### src/rtl/score_if.sv
// score_if: point/game event inputs and registered display outputs of score_keeper
interface score_if;
  logic game_start;
  logic game_over;
  logic add_1;
  logic add_5;
  logic [7:0] score;
  logic busy;
  logic new_record;
  modport master(output game_start, game_over, add_1, add_5, input score, busy, new_record);
  modport slave(input game_start, game_over, add_1, add_5, output score, busy, new_record);
endinterface

### src/rtl/score_keeper.sv
// score_keeper: saturating packed-BCD score with pending-point queue, high score and OVER display alternation
module score_keeper #(
  parameter int BLINK_W = 26
) (
  input logic clk,
  input logic rst,
  score_if.slave bus
);
  localparam logic [1:0] IDLE = 2'd0, PLAY = 2'd1, DRAIN = 2'd2, OVER = 2'd3;
  logic [1:0] state, state_n;
  logic [7:0] cur, cur_n, high, high_n, pending, pending_n, cur_inc, score_n;
  logic [BLINK_W-1:0] alt_cnt, alt_cnt_n;
  logic alt_sel, alt_sel_n, rec, rec_n, sat, run, step;
  logic [3:0] inc;
  logic [8:0] sum;
  always_comb begin
    cur_inc = (cur[3:0] == 4'd9) ? {cur[7:4] + 4'd1, 4'd0} : {cur[7:4], cur[3:0] + 4'd1};
    sat = cur == 8'h99;
    run = state == PLAY || state == DRAIN;
    step = run && pending != 8'd0 && !sat;
    inc = (state == PLAY) ? {3'd0, bus.add_1} + (bus.add_5 ? 4'd5 : 4'd0) : 4'd0;
    sum = {1'b0, pending} + {5'd0, inc} - {8'd0, step};
    state_n = state;
    cur_n = cur;
    high_n = high;
    pending_n = pending;
    alt_cnt_n = alt_cnt;
    alt_sel_n = alt_sel;
    rec_n = rec;
    if (bus.game_start) begin
      state_n = PLAY;
      cur_n = 8'd0;
      pending_n = 8'd0;
      rec_n = 1'b0;
    end else if (run) begin
      cur_n = step ? cur_inc : cur;
      pending_n = sat ? 8'd0 : (sum > 9'd255 ? 8'd255 : sum[7:0]);
      if (state == PLAY && bus.game_over) state_n = DRAIN;
      // pending is 0 here, so cur is final and can be compared against high
      if (state == DRAIN && pending == 8'd0) begin
        state_n = OVER;
        high_n = (cur > high) ? cur : high;
        rec_n = cur > high;
        alt_cnt_n = '0;
        alt_sel_n = 1'b0;
      end
    end else if (state == OVER) begin
      alt_cnt_n = alt_cnt + 1'b1;
      alt_sel_n = alt_sel ^ (&alt_cnt);
    end
    score_n = (state_n == IDLE) ? high_n : (state_n == OVER && alt_sel_n) ? high_n : cur_n;
  end
  always_ff @(posedge clk) begin
    if (rst) begin
      state <= IDLE;
      cur <= 8'd0;
      high <= 8'd0;
      pending <= 8'd0;
      alt_cnt <= '0;
      alt_sel <= 1'b0;
      rec <= 1'b0;
      bus.score <= 8'd0;
      bus.busy <= 1'b0;
    end else begin
      state <= state_n;
      cur <= cur_n;
      high <= high_n;
      pending <= pending_n;
      alt_cnt <= alt_cnt_n;
      alt_sel <= alt_sel_n;
      rec <= rec_n;
      bus.score <= score_n;
      bus.busy <= pending_n != 8'd0;
    end
  end
  assign bus.new_record = rec;
endmodule
### src/flat_wrapper.sv
// flat-port wrapper written by rule: the top's interface ports become plain ports
module score_keeper_flat 
#(
  parameter int BLINK_W = 26
)
  (clk, rst, bus_game_start, bus_game_over, bus_add_1, bus_add_5, bus_score, bus_busy, bus_new_record);
  score_if bus_i ();
  input logic clk;
  input logic rst;
  input wire logic [$bits(bus_i.game_start)-1:0] bus_game_start;
  input wire logic [$bits(bus_i.game_over)-1:0] bus_game_over;
  input wire logic [$bits(bus_i.add_1)-1:0] bus_add_1;
  input wire logic [$bits(bus_i.add_5)-1:0] bus_add_5;
  output wire logic [$bits(bus_i.score)-1:0] bus_score;
  output wire logic [$bits(bus_i.busy)-1:0] bus_busy;
  output wire logic [$bits(bus_i.new_record)-1:0] bus_new_record;
  assign bus_i.game_start = bus_game_start;
  assign bus_i.game_over = bus_game_over;
  assign bus_i.add_1 = bus_add_1;
  assign bus_i.add_5 = bus_add_5;
  assign bus_score = bus_i.score;
  assign bus_busy = bus_i.busy;
  assign bus_new_record = bus_i.new_record;
  score_keeper #(.BLINK_W(BLINK_W)) u_core (.clk(clk), .rst(rst), .bus(bus_i));
endmodule
### config.mk
export PLATFORM = sky130hd
export DESIGN_NAME = score_keeper_flat
export DESIGN_NICKNAME = d
export VERILOG_FILES = /design/src/rtl/score_if.sv /design/src/rtl/score_keeper.sv /design/src/flat_wrapper.sv
export SDC_FILE = /design/constraint.sdc
export NUM_CORES = 1
export LEC_CHECK = 0
export CAP_MARGIN = 0
export CORE_MARGIN = 2
export CORE_UTILIZATION = 45
export CTS_CLUSTER_DIAMETER = 60
export DETAILED_ROUTE_END_ITERATION = 8
export DONT_BUFFER_PORTS = 1
export PLACE_DENSITY = 0.67
export SLEW_MARGIN = 20
export SYNTH_ARGS = -nofsm -noshare
export SYNTH_HDL_FRONTEND = slang
export SYNTH_SLANG_ARGS = --single-unit
### constraint.sdc
create_clock -name clk -period 8.5 [get_ports clk]
set_input_delay 1.7 -clock clk [delete_from_list [all_inputs] [get_ports clk]]
set_output_delay 1.7 -clock clk [all_outputs]
set_load 0.02 [all_outputs]
==> summary.md, run 1 <==
| Metric | Value |
|---|---|
| Sw frac | 29.8% |
| Port-buffer cells | 0 |
| Top cells by area, synth | dfxtp_1, ha_1, nor2_1 |
| Sw power | approximately 0.23 mW |
| Htree depth | 3 |
| Overflow after GRT | 0 |
| Io pins | 16 |
| Wire length on met3 | about 260 µm |
| Synthesized area per cell | 8.57 µm² |
| # setup viols final | 0 |
| Hold path startpoint | u_core.pending[7] |
| Total number of yosys warnings | 0 |
| CP startpoint kind | flip-flop |
| Worst-Skew Late Latency | around 0.34 ns |
| RD Place Congestion | roughly 0.8 |
| Required time worst endpoint | ~8.8 ns |
| Post-synth EDFFs | 0 |
| Final Hold Viols | 0 |
| Via count | 2,714 |
| Sequential-to-total area share from yosys stat | a little over a third |
| Worst Skew | around 0.013 ns |
| Hold WC Path Type | reg2reg |
| Final Cycle Share | 44.0% |
| Fin Setup TNS | 0 ns |
| Element type at the critical path end | flip-flop |
| Critical Path Max Stage Delay | roughly 0.60 ns |
| Post-CTS Repair Setup Buffers | 0 |
| Worst Path Max Fanout | 8 |
| Top layer in use | met4 |
| Area leader, netlist | dfxtp_1 |
| Syn_nets | about 460 |
| Prevailing post-synth register cell | dfxtp_1 |
| Final Power | around 0.77 mW |
| Post-Syn Area | ~0.0036 mm² |
| Chip Height | ~94 µm |
| DR WL/cell | between 10 and 15 µm |
| Status | complete, no violations |
| Cell area after layout | roughly 0.0039 mm² |
| Worst hold slack | 0.478 ns |
| Top cells by count, synth | dfxtp_1, nor2_1, inv_1 |
| Synth cell types | 55 |
| Post-synth ARST share | 0% |
| Post-DP HPWL | between 5 and 6 mm |
| Longest Clk Path Bufs | 2 |
| Post-CTS sizing | 0 |
| Flop-to-flop setup slack | approximately 4.8 ns |
| Share of cells above drive strength 1 | under 10% |
| Initial detailed-routing violation count | 107 |
| GRT Overall Usage | around 18% |
| Worst vdd ir | ~0.093 mV |
| Cells after Synth | between 400 and 500 |
| Hold EP | u_core.pending[7] |
| Reg power frac | around two fifths |
| Starting Density | 46.6% |
| Slew Limit Fails | 0 |
| DIE AREA | between 0.008 and 0.009 mm² |
| R2R depth | 13 |
| Met2 Routed Length | 3.25 mm |
| Max_slew headroom | around two fifths |
| Final wirelength | slightly below 7 mm |
| Reg2reg end | u_core.pending[5] |
| Arrival @ worst endpoint | ~4.0 ns |
| Core footprint | a little under 0.008 mm² |
| R2R Path Start | u_core.cur[0] |
| Cell row count | 32 |
| Critical path, cell by cell | nand4bb_1 > o31ai_1 > nor2_1 > ha_1 > inv_1 > ha_1 > fa_1 > a21oi_1 > o22ai_1 > o22ai_1 > xnor2_1 > o21ai_0 > a21oi_1 |
| First-pass GRT wire length | 12.5 mm |
| Crit path time final | ~3.7 ns |
| Final nets | 456 |
| Routed Antenna Nets | 0 |
| Via density | about 5.1 |
| Static Leak | 1.46 nW |
| Cells on Worst Hold Path | 2 |
| Drt drc | 0 |
| Metal-1 WL | 3.36 mm |
| Crit path kind | reg2reg |
| CTS Sinks | 63 |
| Max stage delay cell, worst path | o31ai_1 |
| Post-place instance area | 0.00368 mm² |
| Top-area cell type share of the netlist area | between 30% and 40% |
| Pint | about 0.54 mW |
| Max frequency | 0.268 GHz |
| Clock power share | about 38% |
| Combinational Power Share | approximately 22% |
| Pre-antenna DRT Iters | 4 |
| Hold-fix buffers, CTS | 0 |
| Max-capacitance violation count | 0 |
| CTS root buf | clkbuf_8 |
| Die X | between 90 and 100 µm |
| CTS tree | built |
| FF+latch count, synth | 63 |
| Area added between synthesis and finish | 7.87% |
| Pwr per Cell Area | just under 200 mW/mm² |
| TritonCTS buffer count | 9 |
| Clk slew on worst S/H paths | 0.08 ns |
| RSZ-0062 raised after global routing | false |
| Antenna diodes | 0 |
| Worst slew pin tran | 0.878 ns |
| Largest net degree at the start of global routing | 27 |
| Fill cells | 743 |
| Vias in the first global route | 2,689 |
| Initial antenna violation count | 0 |
[layout make-up]
class                   instances  area (µm²)  share of cell area [%]
multi-input cells             313        2170                    55.6
flip-flops and latches         63        1260                    32.3
clock buffers                  11         141                    3.62
well taps                     102         128                    3.27
inverters                      33         124                    3.17
clock inverters                 5        81.3                    2.08
[per-layer routing]
metal	vias to the layer above	global-route usage, %
li1	1443	-
met1	1226	23.3
met2	36	28.4
met3	9	5.22
met4	0	5.31
met5	-	0
[cells in the final DEF, fill, tap and decap left out, drive strengths merged, types with 4 or more instances in the layout]
master / netlist / routed
a21oi: 21 / 21
nor4: 5 / 5
and4: 4 / 4
nor2b: 5 / 5
clkbuf: 6 / 11
mux2: 6 / 6
or3: 5 / 5
and3: 4 / 4
and2: 5 / 5
nor3: 6 / 6
dfxtp: 63 / 63
xnor2: 12 / 12
nand3: 15 / 15
nand4: 13 / 13
nand2: 30 / 30
mux2i: 12 / 12
inv: 33 / 33
nor2: 63 / 63
o21ai: 15 / 15
a31oi: 5 / 5
ha: 29 / 29
xor2: 24 / 24
[flip-flops by register name (all words and copies together), names as in the netlist]
register and count:
u_core.bus.score 8, u_core.alt_cnt 26, u_core.bus.new_record 1, u_core.pending 8, u_core.alt_sel 1, u_core.state 2, u_core.bus.busy 1, u_core.high 8
u_core.cur 8
[metrics by stage]
| stage | util (%) | instances | setup WS, ns |
|---|---|---|---|
| after global routing | 50.3 | 527 | 4.40 |
| after global placement | 47.3 | 511 | 4.58 |
| after CTS | 50.2 | 527 | 4.72 |
| final | 50.3 | 527 | 4.76 |
| after detailed placement | 47.3 | 511 | 4.48 |
| after floorplan | - | 423 | 4.76 |
[cell families after synthesis]
group / share of synthesized area [%]
XOR/XNOR: 8.70
buffers and inverters: 5.46
AO/OA/AOI/OAI: 11.1
flip-flops: 34.8
multiplexers: 5.18
adder cells (fa/ha/maj): 10.6
AND/OR/NAND/NOR: 24.2
[power by group through the flow]
stage | registers (mW) | logic [mW] | clock network (mW)
detailed placement | 0.318 | 0.170 | 0
floorplan | 0.315 | 0.140 | 0
global placement | 0.318 | 0.167 | 0
CTS | 0.311 | 0.172 | 0.296
finish | 0.311 | 0.170 | 0.290
global route | 0.312 | 0.198 | 0.310
[worst max path at each step]
stage | from | slack, ns | to | depth (start not counted)
detailed placement | bus_add_5 | 4.48 | u_core.bus.busy | 10
CTS | u_core.cur[0] | 4.72 | u_core.pending[5] | 13
finish | u_core.cur[0] | 4.76 | u_core.pending[5] | 13
global placement | bus_add_5 | 4.58 | u_core.pending[5] | 10
floorplan | bus_add_5 | 4.76 | u_core.pending[5] | 10
global route | u_core.cur[0] | 4.40 | u_core.pending[5] | 13
[worst max-delay path: cells and delay by family (launching register included)]
kind            cells  cell delay (ns)
compound gates      6             1.48
xor+xnor            1             0.34
fa+ha+maj           3             0.95
buf+inv             1             0.04
flops               1             0.47
simple gates        2             0.38
Note: power is estimated with default switching activity, not from simulation.
==> inputs of run 2 (changes only) <==
--- a/config.mk
+++ b/config.mk
@@ -11,7 +11,7 @@
 export CTS_CLUSTER_DIAMETER = 60
 export DETAILED_ROUTE_END_ITERATION = 8
 export DONT_BUFFER_PORTS = 1
-export PLACE_DENSITY = 0.67
+export PLACE_DENSITY = 0.69
 export SLEW_MARGIN = 20
 export SYNTH_ARGS = -nofsm -noshare
 export SYNTH_HDL_FRONTEND = slang
==> constraint.sdc (replaced) <==
create_clock -name clk -period 3.27 [get_ports clk]
set_input_delay 0.654 -clock clk [delete_from_list [all_inputs] [get_ports clk]]
set_output_delay 0.654 -clock clk [all_outputs]
set_load 0.02 [all_outputs]
==> run 2 against run 1 <==
Flip-flop and latch count unchanged. Cell area grew 3.2%. Worst setup slack got worse by 4.5 ns. Hold slack worse by 0.10 ns. Routed wire length rose by 7.3%. Total power grew to 2.7 times the previous value. Register-to-register slack got worse by 4.5 ns. Utilization rose by 1.6 points. Clock skew is 0.0017 ns higher. Largest cell class unchanged. Highest routed layer unchanged.
==> summary.md, run 2 (synthesis gave the netlist of run 1 again) <==
| Metric | Value |
|---|---|
| Max-capacitance violation count | 0 (unchanged) |
| Final Hold Viols | 0 (unchanged) |
| First-pass GRT wire length | 13.0 mm (+4.5%) |
| Drt drc | 0 (unchanged) |
| Overflow after GRT | 0 (unchanged) |
| Hold-fix buffers, CTS | 0 (unchanged) |
| DR WL/cell | 13.7 µm (+4.1%) |
| CTS root buf | clkbuf_8 |
| Crit path time final | 3.05 ns (-0.684 ns) |
| Htree depth | 3 (unchanged) |
| TritonCTS buffer count | 9 (unchanged) |
| Critical Path Max Stage Delay | 0.54 ns (-0.06 ns) |
| Crit path kind | reg2reg |
| Clk slew on worst S/H paths | 0.08 ns (about the same) |
| Antenna diodes | 0 (unchanged) |
| Final nets | 472 (+3.5%) |
| Flop-to-flop setup slack | 0.22 ns (-4.55 ns) |
| Initial detailed-routing violation count | 120 (+12%) |
| Post-CTS Repair Setup Buffers | 0 (unchanged) |
| Required time worst endpoint | 3.48 ns (-5.29 ns) |
| Worst slew pin tran | 0.803 ns (-0.0748 ns) |
| Area added between synthesis and finish | 11.3% |
| Routed Antenna Nets | 0 (unchanged) |
| Delay-heaviest family, CP | simple AND/OR/NAND/NOR gates |
| Static Leak | 1.54 nW (+5.1%) |
| GRT Overall Usage | 18.4% (+0.63 points) |
| Via density | 5.33 (+3.5%) |
| Final wirelength | 7.45 mm (+7.3%) |
| Hold WC Path Type | in2reg |
| Starting Density | 46.6% (unchanged) |
| Most frequent CP cell | ha_1 |
| Max frequency | 0.327 GHz (+22%) |
| Critical path, cell by cell | inv_1 > ha_1 > and2_1 > and2_2 > nor2_2 > ha_1 > inv_1 > ha_1 > fa_2 > or4_1 > nor3_2 > a31oi_1 |
| Share of cells above drive strength 1 | 10.4% (+5.0 points) |
| Element type at the critical path end | flip-flop |
| CTS tree | built |
| Biggest register | u_core.alt_cnt |
| Port-buffer cells | 0 (unchanged) |
| Cell row count | 32 (unchanged) |
| Largest net degree at the start of global routing | 27 (unchanged) |
| Pre-antenna DRT Iters | 4 (unchanged) |
| Final worst slack | 0.216 ns (-4.55 ns) |
| Pwr per Cell Area | 510 mW/mm² (+160%) |
| Fin Setup TNS | 0 ns (unchanged) |
| DIE AREA | 0.00879 mm² (unchanged) |
| Highest-count cells in the layout ignoring fill and taps | nor2_1, dfxtp_1, inv_1 |
| Post-Place Worst Slack | 0.144 ns (-4.34 ns) |
| CP startpoint kind | flip-flop |
| Commonest non-fill, non-tap cell in the layout | nor2_1 |
| Final Cycle Share | 93.4% (+49 points) |
| Arrival @ worst endpoint | 3.27 ns (-0.73 ns) |
| Worst Skew | 0.0151 ns (+0.00171 ns) |
| CTS Sinks | 63 (unchanged) |
| Worst vdd ir | 0.328 mV (+250%) |
| Max stage delay cell, worst path | or4_1 |
| Max FFs per register | 26 (unchanged) |
| Vias in the first global route | 2,859 (+6.3%) |
| Status | complete, no violations |
| Worst Path Max Fanout | 4 (-4) |
| Io pins | 16 (unchanged) |
| Die X | 93.7 µm (unchanged) |
| Via count | 2,895 (+6.7%) |
| Final core utilization | 51.9% (+1.6 points) |
| Longest Clk Path Bufs | 2 (unchanged) |
| Core footprint | 0.00777 mm² (unchanged) |
| Worst hold slack | 0.375 ns (-0.103 ns) |
| Initial antenna violation count | 0 (unchanged) |
| Crit path buf inv count | 2 (+1) |
| Post-DP HPWL | 5.33 mm (+4.8%) |
| DP Cell Count | 527 (+3.1%) |
| RSZ-0062 raised after global routing | false |
| Worst-Skew Late Latency | 0.34 ns (about the same) |
| Chip Height | 93.7 µm (unchanged) |
| # setup viols final | 0 (unchanged) |
| Max_slew headroom | 46.5% (+5.2 points) |
| Slew Limit Fails | 0 (unchanged) |
| Non-Filler Instances | 543 (+3.0%) |
| RD Place Congestion | 0.886 (+7.5%) |
## run 2: cell count changes in the layout (fill, tap and decap cells not counted), sizes merged
cell / previous run / this run
buf: 0 / 16
clkinv: 2 / 1
inv: 33 / 34
## run 2: timing repair
action,CTS,global route
setup endpoints to repair,0,9
hold endpoints to repair,0,0
gates resized for setup,0,8
## run 2: stage by stage
stage          cell area (µm²)  total power, mW
2_1_floorplan             3620             1.18
3_3_place_gp              3800             1.30
3_5_place_dp              3800             1.30
4_1_cts                   4010             2.05
5_1_grt                   4030             2.17
6_report                  4030             2.06
## run 2: metal layers
layer | track usage (%) | routed length (µm)
met1 | 23.1 | 3580
met2 | 30.5 | 3540
met3 | 4.57 | 209
met4 | 6.76 | 121
met5 | 0 | 0
## run 2: final timing paths
kind / from / end / cells after the start
setup / recovery: u_core.pending[6] / u_core.bus.busy / 12
hold / removal: rst / u_core.high[1] / 1
setup reg to reg: u_core.pending[6] / u_core.bus.busy / 12
hold reg to reg: u_core.pending[7] / u_core.pending[7] / 2
## run 2: where the power goes
part	switching, mW	total [mW]	internal, mW
Combinational	0.297	0.509	0.212
Sequential	0.0216	0.808	0.786
Clock	0.311	0.742	0.431
Total	0.629	2.06	1.43
## run 2: area by class of cell
class / instances / area (µm²)
clock buffers: 11 / 131
clock inverters: 5 / 81.3
repair buffers: 16 / 120
inverters: 33 / 124
fillers: 742 / 3730
multi-input cells: 313 / 2180
well taps: 102 / 128
flip-flops and latches: 63 / 1260
==> inputs of run 3 (changes only) <==
--- a/config.mk
+++ b/config.mk
@@ -7,11 +7,11 @@
 export LEC_CHECK = 0
 export CAP_MARGIN = 0
 export CORE_MARGIN = 2
-export CORE_UTILIZATION = 45
+export CORE_UTILIZATION = 35
 export CTS_CLUSTER_DIAMETER = 60
 export DETAILED_ROUTE_END_ITERATION = 8
 export DONT_BUFFER_PORTS = 1
-export PLACE_DENSITY = 0.69
+export PLACE_DENSITY = 0.58
 export SLEW_MARGIN = 20
 export SYNTH_ARGS = -nofsm -noshare
 export SYNTH_HDL_FRONTEND = slang
==> run 3 against run 2 <==
Non-clock buffer count stayed put. Register-to-register slack hardly changed. Flip-flop and latch count unchanged. Global-route usage shrank 3.4 points. Critical endpoint is now u_core.pending[3]. Largest power group unchanged. Highest routed layer unchanged.
==> summary.md, run 3 (synthesis gave the netlist of run 1 again) <==
| Metric | Value |
|---|---|
| Overflow after GRT | 0 (unchanged) |
| Commonest non-fill, non-tap cell in the layout | dfxtp_1 |
| Biggest register | u_core.alt_cnt |
| Hold WC Path Type | in2reg |
| RSZ-0062 raised after global routing | false |
| Final Cycle Share | 93.1% (-0.26 points) |
| Final Power | 2.00 mW (-2.9%) |
| Crit path time final | 3.05 ns (-0.00839 ns) |
| Fin Setup TNS | 0 ns (unchanged) |
| Share of cells above drive strength 1 | 10.4% (unchanged) |
| Largest net degree at the start of global routing | 27 (unchanged) |
| CTS tree | built |
| Worst Skew | 0.00744 ns (-0.00768 ns) |
| Worst slew pin tran | 1.00 ns (+0.197 ns) |
| Area added between synthesis and finish | 12.2% |
| GRT Overall Usage | 15.0% (-3.4 points) |
| CTS root buf | clkbuf_8 |
| Cells on Worst Hold Path | 1 (unchanged) |
| RD Place Congestion | 0.791 (-11%) |
| Hold EP | u_core.pending[5] |
| Worst Path Max Fanout | 5 (+1) |
| Final nets | 472 (unchanged) |
| # setup viols final | 0 (unchanged) |
| Pwr per Cell Area | 492 mW/mm² (-3.6%) |
| Starting Density | 35.6% (-11 points) |
| Final Hold Viols | 0 (unchanged) |
| Die X | 106 µm (+13%) |
| Crit path kind | reg2reg |
| Reg2reg end | u_core.pending[3] |
| Arrival @ worst endpoint | 3.33 ns (+0.06 ns) |
| Chip Height | 106 µm (+13%) |
| Element type at the critical path end | flip-flop |
| Clk slew on worst S/H paths | 0.07 ns (about the same) |
| Via count | 2,846 (-1.7%) |
| Flop-to-flop setup slack | 0.22 ns (about the same) |
| Longest Clk Path Bufs | 2 (unchanged) |
| Post-DP HPWL | 5.68 mm (+6.6%) |
| DP Cell Count | 561 (+6.5%) |
| Highest-count cells in the layout ignoring fill and taps | dfxtp_1, nor2_1, inv_1 |
| DR WL/cell | 13.3 µm (-3.1%) |
| R2R depth | 16 (+4) |
| CTS Sinks | 63 (unchanged) |
| Pre-antenna DRT Iters | 4 (unchanged) |
| First-pass GRT wire length | 13.4 mm (+3.1%) |
| Cell row count | 37 (+16%) |
| R2R Path Start | u_core.cur[5] |
| Vias in the first global route | 2,881 (+0.77%) |
| Worst-Skew Late Latency | 0.35 ns (about the same) |
| Via density | 4.93 (-7.5%) |
| Worst vdd ir | 0.294 mV (-10%) |
| Max FFs per register | 26 (unchanged) |
| Max frequency | 0.328 GHz (+0.28%) |
| Final worst slack | 0.224 ns (+0.00839 ns) |
| Worst hold slack | 0.372 ns (-0.00291 ns) |
| Core footprint | 0.0102 mm² (+31%) |
| Antenna diodes | 0 (unchanged) |
| Port-buffer cells | 0 (unchanged) |
| Io pins | 16 (unchanged) |
| Slew Limit Fails | 0 (unchanged) |
| Required time worst endpoint | 3.55 ns (+0.07 ns) |
| Static Leak | 1.54 nW (+0.24%) |
| Post-CTS Repair Setup Buffers | 0 (unchanged) |
| Max_slew headroom | 32.8% (-14 points) |
| Post-CTS sizing | 0 (unchanged) |
| Final wirelength | 7.67 mm (+3.0%) |
| TritonCTS buffer count | 9 (unchanged) |
| Routed Antenna Nets | 0 (unchanged) |
| Hold-fix buffers, CTS | 0 (unchanged) |
| Initial detailed-routing violation count | 56 (-53%) |
| DIE AREA | 0.0112 mm² (+27%) |
| Drt drc | 0 (unchanged) |
| Status | complete, no violations |
| Max-capacitance violation count | 0 (unchanged) |
| Htree depth | 3 (unchanged) |
| Non-Filler Instances | 577 (+6.3%) |
| Hold path startpoint | rst |
| Post-Place Worst Slack | 0.126 ns (-0.0184 ns) |
| CP startpoint kind | flip-flop |
| Initial antenna violation count | 0 (unchanged) |
-- run 3: cell types whose count changed in the layout (fill, tap and decap cells not counted), moves of 2 or more --
| cell | previous run | this run |
|---|---|---|
| dfxtp_2 | 2 | 0 |
| dfxtp_1 | 61 | 63 |
| clkinv_2 | 1 | 3 |
| clkbuf_1 | 2 | 0 |
-- run 3: worst max-delay path, stage by stage (launching register included) --
cell	delay, ns
dfxtp_1	0.36
inv_1	0.09
ha_1	0.16
nand2_1	0.06
o31ai_1	0.32
nor2_2	0.08
ha_1	0.28
inv_1	0.04
ha_1	0.22
fa_1	0.42
a21oi_2	0.17
o22ai_1	0.13
o22ai_2	0.17
xnor2_2	0.16
buf_4	0.18
nor2_1	0.05
o21ai_1	0.11
-- run 3: report_power, final --
part	internal [mW]	total, mW	leakage (nW)	switching (mW)
Clock	0.368	0.683	0.0981	0.315
Sequential	0.785	0.807	0.509	0.0215
Combinational	0.220	0.510	0.933	0.289
Total	1.37	2.00	1.54	0.626
-- run 3: routing by layer --
layer	GRT usage, %	part of all wire, %	vias to the layer above
met1	18.2	48	1327
met5	0	0	-
met2	25.6	47	33
met4	5.45	1.6	0
li1	-	-	1474
met3	3.71	2.9	12
-- run 3: stage by stage --
| stage | instance area, µm² | utilization, % |
|---|---|---|
| 3_5_place_dp | 3840 | 37.7 |
| 5_1_grt | 4060 | 39.9 |
| 2_1_floorplan | 3620 | - |
| 3_3_place_gp | 3840 | 37.7 |
| 6_report | 4060 | 39.9 |
| 4_1_cts | 4040 | 39.6 |
-- run 3: final cells by class --
cell class | instances | area [µm²]
clock buffers | 10 | 138
clock inverters | 6 | 60.1
fillers | 1070 | 6120
inverters | 33 | 124
multi-input cells | 313 | 2190
flip-flops and latches | 63 | 1260
well taps | 136 | 170
repair buffers | 16 | 120
-- run 3: how the worst max path moves through the flow --
stage,start,endpoint,slack (ns),depth (start not counted)
after global placement,u_core.pending[6],u_core.bus.busy,0.17,12
after CTS,u_core.pending[6],u_core.bus.busy,0.12,12
after floorplan,u_core.state[0],u_core.pending[5],0.08,15
final,u_core.cur[5],u_core.pending[3],0.22,16
after detailed placement,u_core.cur[5],u_core.pending[3],0.13,16
after global routing,u_core.cur[5],u_core.pending[3],0.001,16
